**config.mk**
```make
export PLATFORM = sky130hd
export DESIGN_NAME = screen_timing
export DESIGN_NICKNAME = d
export VERILOG_FILES = /design/src/rtl/screen_timing_pkg.sv /design/src/rtl/screen_timing_mod_counter.sv /design/src/rtl/screen_timing.sv
export SDC_FILE = /design/constraint.sdc
export NUM_CORES = 1
export LEC_CHECK = 0
export CORE_MARGIN = 2
export CORE_UTILIZATION = 30
export CTS_CLUSTER_SIZE = 12
export DETAILED_ROUTE_END_ITERATION = 8
export GPL_TIMING_DRIVEN = 0
export HOLD_SLACK_MARGIN = 0.15
export PLACE_DENSITY = 0.53
export REMOVE_ABC_BUFFERS = 1
export SLEW_MARGIN = 25
export SYNTH_ARGS = -nofsm -noshare
export SYNTH_HDL_FRONTEND = slang
export SYNTH_SLANG_ARGS = --single-unit
export TNS_END_PERCENT = 30
```
**constraint.sdc**
```tcl
create_clock -name clock -period 3.1 [get_ports clock]
set_clock_uncertainty 0.2 [all_clocks]
set_input_delay 0.31 -clock clock [delete_from_list [all_inputs] [get_ports clock]]
set_output_delay 0.31 -clock clock [all_outputs]
set_load 0.01 [all_outputs]
```
**src/rtl/screen_timing_pkg.sv**
```systemverilog
// Shared raster timing constants for the 640x480 display path.
// The pixel/sprite logic and screen_timing both pull their geometry from here.
package screen_timing_pkg;

   localparam int COORD_W = 10;
   localparam int FRAME_W = 16;

   localparam int DEF_H_ACTIVE = 640;
   localparam int DEF_H_FP     = 16;
   localparam int DEF_H_SYNC   = 96;
   localparam int DEF_H_BP     = 48;
   localparam int DEF_H_TOTAL  = DEF_H_ACTIVE + DEF_H_FP + DEF_H_SYNC + DEF_H_BP;

   localparam int DEF_V_ACTIVE = 480;
   localparam int DEF_V_FP     = 10;
   localparam int DEF_V_SYNC   = 2;
   localparam int DEF_V_BP     = 33;
   localparam int DEF_V_TOTAL  = DEF_V_ACTIVE + DEF_V_FP + DEF_V_SYNC + DEF_V_BP;

   // Sync pulse sits right after the front porch; end is exclusive.
   function automatic int sync_start(input int act, input int fp);
      return act + fp;
   endfunction

   function automatic int sync_end(input int act, input int fp, input int sync);
      return act + fp + sync;
   endfunction

   localparam int DEF_H_SYNC_START = sync_start(DEF_H_ACTIVE, DEF_H_FP);
   localparam int DEF_H_SYNC_END   = sync_end(DEF_H_ACTIVE, DEF_H_FP, DEF_H_SYNC);
   localparam int DEF_V_SYNC_START = sync_start(DEF_V_ACTIVE, DEF_V_FP);
   localparam int DEF_V_SYNC_END   = sync_end(DEF_V_ACTIVE, DEF_V_FP, DEF_V_SYNC);

endpackage

```
**src/rtl/screen_timing_mod_counter.sv**
```systemverilog
// Modulo-N counter with enable; wrap is a combinational look-ahead so the
// next counter in a chain advances on the same edge this one returns to 0.
module mod_counter
   import screen_timing_pkg::*;
#(
   parameter int WIDTH   = COORD_W,
   parameter int MODULUS = DEF_H_TOTAL
) (
   input  logic             clock,
   input  logic             reset,
   input  logic             en,
   output logic [WIDTH-1:0] count,
   output logic             wrap
);

   localparam logic [WIDTH-1:0] LAST = WIDTH'(MODULUS - 1);

   assign wrap = en && (count == LAST);

   // NOTE: state registers use non-blocking assignments so every counter in
   // the chain samples the pre-edge values of the others.
   always_ff @(posedge clock) begin
      if (reset)
         count <= '0;
      else if (wrap)
         count <= '0;
      else if (en)
         count <= count + WIDTH'(1);
   end

endmodule

```
**src/rtl/screen_timing.sv**
```systemverilog
// VGA-style raster generator: half-rate pixel enable, x/y position counters,
// active-low syncs, an end-of-visible-frame pulse and a frame counter.
module screen_timing
   import screen_timing_pkg::*;
#(
   parameter int H_ACTIVE = DEF_H_ACTIVE,
   parameter int H_FP     = DEF_H_FP,
   parameter int H_SYNC   = DEF_H_SYNC,
   parameter int H_BP     = DEF_H_BP,
   parameter int V_ACTIVE = DEF_V_ACTIVE,
   parameter int V_FP     = DEF_V_FP,
   parameter int V_SYNC   = DEF_V_SYNC,
   parameter int V_BP     = DEF_V_BP
) (
   input  logic               clock,
   input  logic               reset,
   output logic               hsync,
   output logic               vsync,
   output logic               active,
   output logic [COORD_W-1:0] x,
   output logic [COORD_W-1:0] y,
   output logic               screen_end,
   output logic [FRAME_W-1:0] frame_count
);

   localparam int H_TOTAL = H_ACTIVE + H_FP + H_SYNC + H_BP;
   localparam int V_TOTAL = V_ACTIVE + V_FP + V_SYNC + V_BP;

   localparam logic [COORD_W-1:0] H_ACT_W = COORD_W'(H_ACTIVE);
   localparam logic [COORD_W-1:0] V_ACT_W = COORD_W'(V_ACTIVE);
   localparam logic [COORD_W-1:0] HS_LO   = COORD_W'(sync_start(H_ACTIVE, H_FP));
   localparam logic [COORD_W-1:0] HS_HI   = COORD_W'(sync_end(H_ACTIVE, H_FP, H_SYNC));
   localparam logic [COORD_W-1:0] VS_LO   = COORD_W'(sync_start(V_ACTIVE, V_FP));
   localparam logic [COORD_W-1:0] VS_HI   = COORD_W'(sync_end(V_ACTIVE, V_FP, V_SYNC));

   logic divider;
   logic pix_tick;
   logic x_wrap;
   logic y_wrap;

   // Pixel rate is half the system clock; divider acts as an enable, never a clock.
   always_ff @(posedge clock) begin
      if (reset)
         divider <= 1'b0;
      else
         divider <= ~divider;
   end

   assign pix_tick = divider;

   mod_counter #(.WIDTH(COORD_W), .MODULUS(H_TOTAL)) u_x_count (
      .clock (clock),
      .reset (reset),
      .en    (pix_tick),
      .count (x),
      .wrap  (x_wrap)
   );

   mod_counter #(.WIDTH(COORD_W), .MODULUS(V_TOTAL)) u_y_count (
      .clock (clock),
      .reset (reset),
      .en    (x_wrap),
      .count (y),
      .wrap  (y_wrap)
   );

   always_ff @(posedge clock) begin
      if (reset)
         frame_count <= '0;
      else if (y_wrap)
         frame_count <= frame_count + FRAME_W'(1);
   end

   assign active = (x < H_ACT_W) && (y < V_ACT_W);
   assign hsync  = !((x >= HS_LO) && (x < HS_HI));
   assign vsync  = !((y >= VS_LO) && (y < VS_HI));

   // Only the first of the two clocks spent at (0, V_ACTIVE) has divider low,
   // which makes the pulse exactly one clock wide.
   assign screen_end = (x == '0) && (y == V_ACT_W) && !divider;

endmodule

```
==> run summary, run 1 <==
Hold Path Sink -> frame_count[14]
Distinct cells, synth -> 34
kind of end point of the critical path -> flop
insertion delay of the later-clocked pin in the worst-skew pair -> 0.29 ns
maximum number of pins on one net before global-route repair -> 26
H-tree depth reported by CTS -> 2
PD cells -> 360 nW/um2
Worst EP required -> 3.07 ns
remaining design rule violation count -> 0
worst r2r src -> u_y_count.count[0]
fill cell instance count of the final layout -> 617
HP Start -> frame_count[14]
post-synthesis sequential area ratio -> 0.393
remaining global-route overflow -> 0
Setup TNS -> 0 ns
Initial Util -> 0.315
shortest clock period the worst path allows after layout -> 2.90 ns
maximum buffer depth of the clock tree -> 2
number of nets at the end of the flow -> 267
area inside the core boundary -> 5990 um2
fmax -> 345 MHz
FF-to-FF setup slack -> 0.20 ns
initial antenna violation count -> 0
number of CTS-inserted buffers -> 5
commonest non-fill, non-tap cell in the layout -> sky130_fd_sc_hd__clkdlybuf4s50_1
CTS sink cnt -> 37
post-synthesis instance total -> 223
share of post-route cells with drive strength above 1 -> 0.0460
number of antenna diodes -> 0
transition time of the tightest slew-check pin -> 0.930 ns
cell types with the largest area share after synthesis -> sky130_fd_sc_hd__dfxtp_1 (39%), sky130_fd_sc_hd__or4_1 (6.0%), sky130_fd_sc_hd__a21oi_1 (4.8%), sky130_fd_sc_hd__o31ai_1 (4.8%), sky130_fd_sc_hd__nor2_1 (4.4%)
Cell Area, Synth -> 1890 um2
growth of design area from synthesis to finish -> 29.9%
instance count along the most critical hold path -> 2
Final Max Slew Viols -> 0
clock tree from TritonCTS -> built
run status -> finished, final reports clean
biggest area consumer among synthesized cells -> sky130_fd_sc_hd__dfxtp_1
number of cells on the worst reg-to-reg path -> 6
wire length of the first global-routing pass -> 7730 um
post-DR vias/cell -> 5.38
Max-Cap Viols -> 0
data arrival at the endpoint of the critical path -> 2.87 ns
Total Routed Length -> 4760 um
Placer Congestion -> 0.746
crit path launch -> u_y_count.count[0]
GRT Total Usage -> 0.132
vias after detailed routing -> 1807
count of yosys warnings during synthesis -> 0
Detailed Place HPWL -> 3210 um
cell with the biggest individual delay on the critical path -> sky130_fd_sc_hd__nor4bb_1
type of the tightest min-delay check -> flop to flop
share of the synthesized area in the top cell type -> 0.393
Cell Chain, Critical Path -> inv_1 > ha_1 > nor4bb_1 > nand4_1 > nor4_1 > mux2_1
Crit Path Class -> flop to flop
setup repair after global routing missed its margin -> no
cell at the root of the clock tree -> sky130_fd_sc_hd__clkbuf_8
number of setup violations in the final report -> 0
Crit path buffers/inverters -> 1
iteration count of the initial detailed-routing pass -> 4
share of the cycle needed by the critical path after routing -> 0.935
count of instances resized after the clock tree is built -> 0
CP delay by family, top -> simple AND/OR/NAND/NOR gates
max incr delay on CP -> 0.66 ns
count of routing violations after the opening detailed-route iteration -> 30
Boundary Pins -> 42
post-synthesis sequential element count -> 37
peak ir drop on the vdd network -> 129 uV
Core Rows -> 28
commonest cells after routing, fill and taps aside -> sky130_fd_sc_hd__clkdlybuf4s50_1 (41), sky130_fd_sc_hd__dfxtp_1 (37), sky130_fd_sc_hd__nor2_1 (22)
die width -> 83.3 um
number of port buffers -> 41
number of hold violations in the final report -> 0
post-route ant nets -> 0
CTS clk-pin slew, worst paths -> 0.08 ns
static leakage power -> 0.000793 uW
via count of the first global-routing pass -> 1623
share of the core filled with cells -> 0.409
number of placed instances, taps included -> 327
DR WL/cell -> 14.2 um
end of the worst register-to-register path -> frame_count[15]
Avg Cell Area, Syn -> 8.46 um2
vertical die dimension -> 83.3 um
element type at the critical path start -> flop
CP Max Fanout -> 11
worst slew margin relative to its limit -> 0.378
Die Footprint -> 6940 um2
Final Instance Count excl. Fillers -> 336
==> worst max-delay path by stage <==
stage                                  to  slack (ns)  cells after the start
after floorplan           frame_count[15]        0.61                      6
after global placement    frame_count[15]        0.16                      6
after detailed placement  frame_count[15]        0.14                      6
after CTS                 frame_count[15]        0.13                      6
after global routing      frame_count[15]        0.04                      6
final                     frame_count[15]        0.20                      6
==> cells in the mapped netlist <==
master and n:
sky130_fd_sc_hd__a21o_1 1, sky130_fd_sc_hd__a21oi_1 18, sky130_fd_sc_hd__and2_1 1, sky130_fd_sc_hd__and3_1 3, sky130_fd_sc_hd__and3b_1 1, sky130_fd_sc_hd__and4_1 7, sky130_fd_sc_hd__and4b_1 1, sky130_fd_sc_hd__buf_2 2
sky130_fd_sc_hd__clkbuf_1 10, sky130_fd_sc_hd__dfxtp_1 37, sky130_fd_sc_hd__ha_1 5, sky130_fd_sc_hd__inv_1 7, sky130_fd_sc_hd__mux2_1 1, sky130_fd_sc_hd__mux2_2 2, sky130_fd_sc_hd__mux2i_1 2, sky130_fd_sc_hd__nand2_1 10
sky130_fd_sc_hd__nand2b_1 1, sky130_fd_sc_hd__nand3_1 16, sky130_fd_sc_hd__nand4_1 8, sky130_fd_sc_hd__nand4b_1 1, sky130_fd_sc_hd__nor2_1 22, sky130_fd_sc_hd__nor2b_1 3, sky130_fd_sc_hd__nor3_1 2, sky130_fd_sc_hd__nor4_1 5
sky130_fd_sc_hd__nor4b_1 2, sky130_fd_sc_hd__nor4bb_1 1, sky130_fd_sc_hd__o21ai_0 7, sky130_fd_sc_hd__o31ai_1 12, sky130_fd_sc_hd__or2_2 1, sky130_fd_sc_hd__or3_1 5, sky130_fd_sc_hd__or3_4 1, sky130_fd_sc_hd__or4_1 15
sky130_fd_sc_hd__xnor2_1 6, sky130_fd_sc_hd__xor2_1 7
==> kinds of logic after synthesis <==
logic type / synth area share
simple gates: 0.328
fa+ha+maj: 0.0332
mux: 0.0285
flops: 0.393
compound gates: 0.118
xor+xnor: 0.0603
buf+inv: 0.0391
==> sequential cells by signal (all words and copies together) (netlist names) <==
signal           flops
u_x_count.count     10
u_y_count.count     10
divider              1
frame_count         16
==> where the power goes <==
group	switching (uW)	internal (uW)	leakage, uW
clock	171	201	0.0000542
combinational	14.6	12.0	0.000440
sequential	5.37	478	0.000298
==> worst register-to-register path, stage by stage (launching register included) <==
cell	delay [ns]
sky130_fd_sc_hd__dfxtp_1	0.35
sky130_fd_sc_hd__inv_1	0.10
sky130_fd_sc_hd__ha_1	0.19
sky130_fd_sc_hd__nor4bb_1	0.66
sky130_fd_sc_hd__nand4_1	0.52
sky130_fd_sc_hd__nor4_1	0.42
sky130_fd_sc_hd__mux2_1	0.35
==> metal layers <==
metal | up-vias | wire, um | global-route usage
li1 | 909 | - | -
met1 | 850 | 2520 | 0.188
met2 | 44 | 1990 | 0.199
met3 | 4 | 211 | 0.0318
met4 | 0 | 44 | 0.0358
met5 | - | 0 | 0
==> final cells by class <==
class	instances	area (um2)	area share
inverters	7	26.3	0.0107
flip-flops and latches	37	741	0.302
clock inverters	1	5.00	0.00204
clock buffers	7	96.3	0.0393
well taps	75	93.8	0.0383
repair buffers	41	410	0.167
multi-input cells	168	1080	0.440
==> timing repair <==
action / 4_1_cts / 5_1_grt
hold buffers: 0 / 0
endpoints found under the setup margin: 0 / 8
buffers inserted: 0 / 0
hold endpoints to repair: 0 / 0
==> per-stage QoR <==
stage | setup slack (ns) | hold WS, ns | total power (uW) | cell area, um2
floorplan | 0.615 | 0.177 | 507 | 1840
global placement | 0.160 | 0.279 | 522 | 2340
detailed placement | 0.137 | 0.287 | 522 | 2340
CTS | 0.131 | 0.302 | 900 | 2440
global route | 0.0392 | 0.326 | 925 | 2450
finish | 0.202 | 0.296 | 883 | 2450
(Power assumes the default switching activity.)
==> inputs of run 2 (changes only) <==
CORE_MARGIN = default   (was 2)
SETUP_SLACK_MARGIN = 0.15   (was default)
SLEW_MARGIN = 20   (was 25)
==> run summary, run 2 (synthesis results as in run 1) <==
final instance area -> 2480 um2
iteration count of the initial detailed-routing pass -> 4
fmax -> 363 MHz
number of flip-flops under the largest register name -> 16
kind of end point of the critical path -> output port
setup repair after global routing missed its margin -> no
largest registers -> frame_count (16), u_x_count.count (10), u_y_count.count (10)
Final Max Slew Viols -> 0
element type at the critical path start -> flop
via count of the first global-routing pass -> 1587
number of hold violations in the final report -> 0
Setup TNS -> 0 ns
static leakage power -> 0.000800 uW
number of port buffers -> 41
die width -> 81.3 um
CP Max Fanout -> 9
transition time of the tightest slew-check pin -> 0.903 ns
remaining design rule violation count -> 0
CTS clk-pin slew, worst paths -> 0.08 ns
Max-Cap Viols -> 0
Total Routed Length -> 4740 um
peak ir drop on the vdd network -> 163 uV
Die Footprint -> 6610 um2
shortest clock period the worst path allows after layout -> 2.76 ns
clock tree from TritonCTS -> built
growth of design area from synthesis to finish -> 31.3%
initial antenna violation count -> 0
Placer Congestion -> 0.731
vertical die dimension -> 81.3 um
remaining global-route overflow -> 0
DP Area -> 2340 um2
data arrival at the endpoint of the critical path -> 2.25 ns
type of the tightest min-delay check -> flop to flop
FF-to-FF setup slack -> 0.45 ns
HP Start -> frame_count[14]
number of cells on the worst reg-to-reg path -> 6
share of post-route cells with drive strength above 1 -> 0.0496
Boundary Pins -> 42
vias after detailed routing -> 1822
wire length of the first global-routing pass -> 7700 um
post-DR vias/cell -> 5.41
commonest cells after routing, fill and taps aside -> sky130_fd_sc_hd__clkdlybuf4s50_1 (41), sky130_fd_sc_hd__dfxtp_1 (37), sky130_fd_sc_hd__nor2_1 (22)
area inside the core boundary -> 5990 um2
multi-input gate area in the final layout -> 1080 um2
Core Rows -> 28
H-tree depth reported by CTS -> 2
insertion delay of the later-clocked pin in the worst-skew pair -> 0.29 ns
Worst EP required -> 2.59 ns
Initial Util -> 0.315
share of the core filled with cells -> 0.414
fill cell instance count of the final layout -> 593
PD cells -> 385 nW/um2
DR WL/cell -> 14.1 um
maximum buffer depth of the clock tree -> 2
number of setup violations in the final report -> 0
post-route ant nets -> 0
Hold Path Sink -> frame_count[14]
number of nets at the end of the flow -> 268
run status -> finished, final reports clean
Hold Slack -> 0.298 ns
count of routing violations after the opening detailed-route iteration -> 109
end of the worst register-to-register path -> frame_count[6]
maximum number of pins on one net before global-route repair -> 26
number of antenna diodes -> 0
number of CTS-inserted buffers -> 5
Detailed Place HPWL -> 3070 um
share of the cycle needed by the critical path after routing -> 0.889
instance count along the most critical hold path -> 2
Crit Path Class -> flop to output port
worst r2r src -> u_y_count.count[0]
register ranked first by flip-flop count -> frame_count
commonest non-fill, non-tap cell in the layout -> sky130_fd_sc_hd__clkdlybuf4s50_1
worst slew margin relative to its limit -> 0.396
register cell area after layout -> 741 um2
cell at the root of the clock tree -> sky130_fd_sc_hd__clkbuf_8
GRT Total Usage -> 0.150
CTS sink cnt -> 37
## run 2: changes by cell type in the layout (fill, tap and decap cells not counted), sizes merged
cell / before / now
buf: 0 / 1
bufinv: 0 / 1
clkbuf: 7 / 6
clkinv: 1 / 0
clkinvlp: 0 / 1
## run 2: layout make-up
cell class	instances	share of cell area
Multi-Input combinational cell	168	0.435
Inverter	7	0.0106
Clock inverter	2	0.0152
Sequential cell	37	0.299
Tap cell	75	0.0379
Clock buffer	6	0.0333
Timing Repair Buffer	42	0.169
## run 2: repair_timing
| item | CTS | global route |
|---|---|---|
| setup endpoints to repair | 0 | 11 |
| gates resized for setup | 0 | 0 |
| hold buffers | 0 | 0 |
| setup buffers | 0 | 1 |
## run 2: worst max-delay path by stage
| stage | to | startpoint | depth (start not counted) |
|---|---|---|---|
| 5_1_grt | frame_count[14] | u_y_count.count[0] | 6 |
| 3_3_place_gp | frame_count[15] | u_y_count.count[0] | 6 |
| 6_report | screen_end | u_y_count.count[5] | 4 |
| 4_1_cts | frame_count[15] | u_y_count.count[0] | 6 |
| 3_5_place_dp | frame_count[15] | u_y_count.count[0] | 6 |
| 2_1_floorplan | frame_count[15] | u_y_count.count[0] | 6 |
## run 2: routing by layer
metal	share of wire	global-route usage	up-vias	routed length, um
met3	0.062	0.0472	4	292
met5	0	0	-	0
met2	0.41	0.213	57	1960
met4	0.0086	0.0429	0	41
li1	-	-	911	-
met1	0.52	0.215	850	2450
## run 2: stage by stage
step,power [uW],cells,setup WS (ns)
floorplan,507,211,0.615
global placement,522,327,0.185
detailed placement,522,327,0.159
CTS,966,335,0.156
global route,992,337,0.224
finish,953,337,0.344
## run 2: critical path, cell delays in order (launching register included)
cell                              delay [ns]
sky130_fd_sc_hd__dfxtp_1                0.47
sky130_fd_sc_hd__nand4_1                0.23
sky130_fd_sc_hd__nor4_1                 0.43
sky130_fd_sc_hd__and4_1                 0.28
sky130_fd_sc_hd__clkdlybuf4s50_1        0.54
## run 2: power by group
group / total [uW] / leakage [uW] / switching, uW / internal (uW)
clock network: 444 / 0.0000574 / 182 / 262
logic: 26.7 / 0.000444 / 14.7 / 12.0
registers: 483 / 0.000298 / 5.08 / 478
==> inputs of run 3 (changes only) <==
CORE_ASPECT_RATIO = 1.25   (was default)
==> run summary, run 3 (synthesis results as in run 1) <==
run status -> finished, final reports clean
via count of the first global-routing pass -> 1679
Initial Util -> 0.318
maximum buffer depth of the clock tree -> 2
wire length of the first global-routing pass -> 8200 um
number of setup violations in the final report -> 0
register ranked first by flip-flop count -> frame_count
element type at the critical path start -> flop
transition time of the tightest slew-check pin -> 0.931 ns
insertion delay of the later-clocked pin in the worst-skew pair -> 0.29 ns
Net Sw Frac -> 0.201
area inside the core boundary -> 5930 um2
Total Routed Length -> 4930 um
setup repair after global routing missed its margin -> no
Final Max Slew Viols -> 0
static leakage power -> 0.000812 uW
number of placed instances, taps included -> 334
commonest non-fill, non-tap cell in the layout -> sky130_fd_sc_hd__clkdlybuf4s50_1
number of antenna diodes -> 0
crit path launch -> u_y_count.count[5]
maximum number of pins on one net before global-route repair -> 26
PD cells -> 404 nW/um2
CP Max Fanout -> 9
peak ir drop on the vdd network -> 167 uV
HP Start -> frame_count[13]
shortest clock period the worst path allows after layout -> 2.64 ns
Placer Congestion -> 0.759
iteration count of the initial detailed-routing pass -> 4
commonest cells after routing, fill and taps aside -> sky130_fd_sc_hd__clkdlybuf4s50_1 (41), sky130_fd_sc_hd__dfxtp_1 (37), sky130_fd_sc_hd__nor2_1 (22)
number of CTS-inserted buffers -> 5
Final Instance Count excl. Fillers -> 344
clock tree from TritonCTS -> built
GRT Total Usage -> 0.159
DP Area -> 2350 um2
data arrival at the endpoint of the critical path -> 2.13 ns
CTS sink cnt -> 37
count of routing violations after the opening detailed-route iteration -> 73
met3 layer wire length in the routed design -> 186 um
routed wl met2 -> 2270 um
share of the cycle needed by the critical path after routing -> 0.852
wire length the detailed router placed on met1 -> 2400 um
Boundary Pins -> 42
growth of design area from synthesis to finish -> 32.8%
die width -> 72.9 um
number of hold violations in the final report -> 0
Worst EP required -> 2.59 ns
number of port buffers -> 41
fraction of power consumed by combinational cells -> 0.026
worst r2r src -> u_x_count.count[0]
largest registers -> frame_count (16), u_x_count.count (10), u_y_count.count (10)
vertical die dimension -> 90.7 um
remaining global-route overflow -> 0
H-tree depth reported by CTS -> 2
kind of end point of the critical path -> output port
Core Rows -> 31
post-DR vias/cell -> 5.27
cell at the root of the clock tree -> sky130_fd_sc_hd__clkbuf_8
P_int -> 810 uW
number of nets at the end of the flow -> 268
fmax -> 379 MHz
DR WL/cell -> 14.3 um
share of post-route cells with drive strength above 1 -> 0.0534
relative contribution of sequential cells to total power -> 0.477
highest metal used -> met4
Crit Path Class -> flop to output port
Setup TNS -> 0 ns
Max-Cap Viols -> 0
vias after detailed routing -> 1812
post-route ant nets -> 0
Detailed Place HPWL -> 3180 um
part of the power in the clock network -> 0.496
type of the tightest min-delay check -> flop to flop
remaining design rule violation count -> 0
CTS clk-pin slew, worst paths -> 0.08 ns
Psw -> 203 uW
final instance area -> 2510 um2
worst slew margin relative to its limit -> 0.377
Die Footprint -> 6610 um2
initial antenna violation count -> 0
number of flip-flops under the largest register name -> 16
-- run 3: cell types whose count changed in the layout (fill, tap and decap cells not counted) --
cell                         before  now
sky130_fd_sc_hd__nor4bb_2         0    1
sky130_fd_sc_hd__clkinv_2         0    1
sky130_fd_sc_hd__nor4bb_1         1    0
sky130_fd_sc_hd__clkbuf_8         6    5
sky130_fd_sc_hd__clkinvlp_4       1    0
sky130_fd_sc_hd__bufinv_16        1    2
-- run 3: path summary, 6_finish.rpt --
| path | end | slack, ns | cells past startpoint |
|---|---|---|---|
| worst max-delay path | screen_end | 0.46 | 4 |
| worst min-delay path | frame_count[13] | 0.30 | 2 |
| worst max register to register | frame_count[14] | 0.53 | 5 |
| worst min register to register | frame_count[13] | 0.30 | 2 |
-- run 3: area by class of cell --
cell class / count / area [um2]
Fill cell: 620 / 3430
Inverter: 7 / 26.3
Multi-Input combinational cell: 168 / 1080
Clock inverter: 3 / 65.1
Sequential cell: 37 / 741
Tap cell: 82 / 103
Clock buffer: 5 / 68.8
Timing Repair Buffer: 42 / 418
-- run 3: power by group through the flow --
stage / sequential, uW / combinational, uW / clock [uW]
finish: 483 / 26.8 / 503
floorplan: 495 / 12.0 / 0
CTS: 483 / 27.6 / 522
global placement: 495 / 27.4 / 0
global route: 484 / 30.8 / 544
detailed placement: 495 / 27.5 / 0
-- run 3: metal layers --
metal  vias to the layer above  GRT usage
li1                        908          -
met1                       861      0.206
met2                        37      0.251
met3                         6     0.0379
met4                         0     0.0588
met5                         -          0
-- run 3: repair_timing --
action	4_1_cts	5_1_grt
buffers inserted	0	1
endpoints found under the setup margin	9	1
cloned	1	0
gates resized for setup	1	0
hold buffers	0	0
pin swaps	1	1
-- run 3: critical path: stages (launching register included) --
cell                              delay, ns
sky130_fd_sc_hd__dfxtp_1               0.47
sky130_fd_sc_hd__nand4_1               0.22
sky130_fd_sc_hd__nor4_1                0.35
sky130_fd_sc_hd__and4_1                0.25
sky130_fd_sc_hd__clkdlybuf4s50_1       0.54
-- run 3: stage by stage --
| step | utilization | power (uW) | setup WS [ns] | hold WS, ns |
|---|---|---|---|---|
| after CTS | 0.421 | 1030 | 0.282 | 0.299 |
| after detailed placement | 0.396 | 522 | 0.0960 | 0.285 |
| after floorplan | - | 507 | 0.615 | 0.177 |
| after global routing | 0.422 | 1060 | 0.256 | 0.342 |
| after global placement | 0.396 | 522 | 0.0693 | 0.280 |
| final | 0.422 | 1010 | 0.459 | 0.299 |
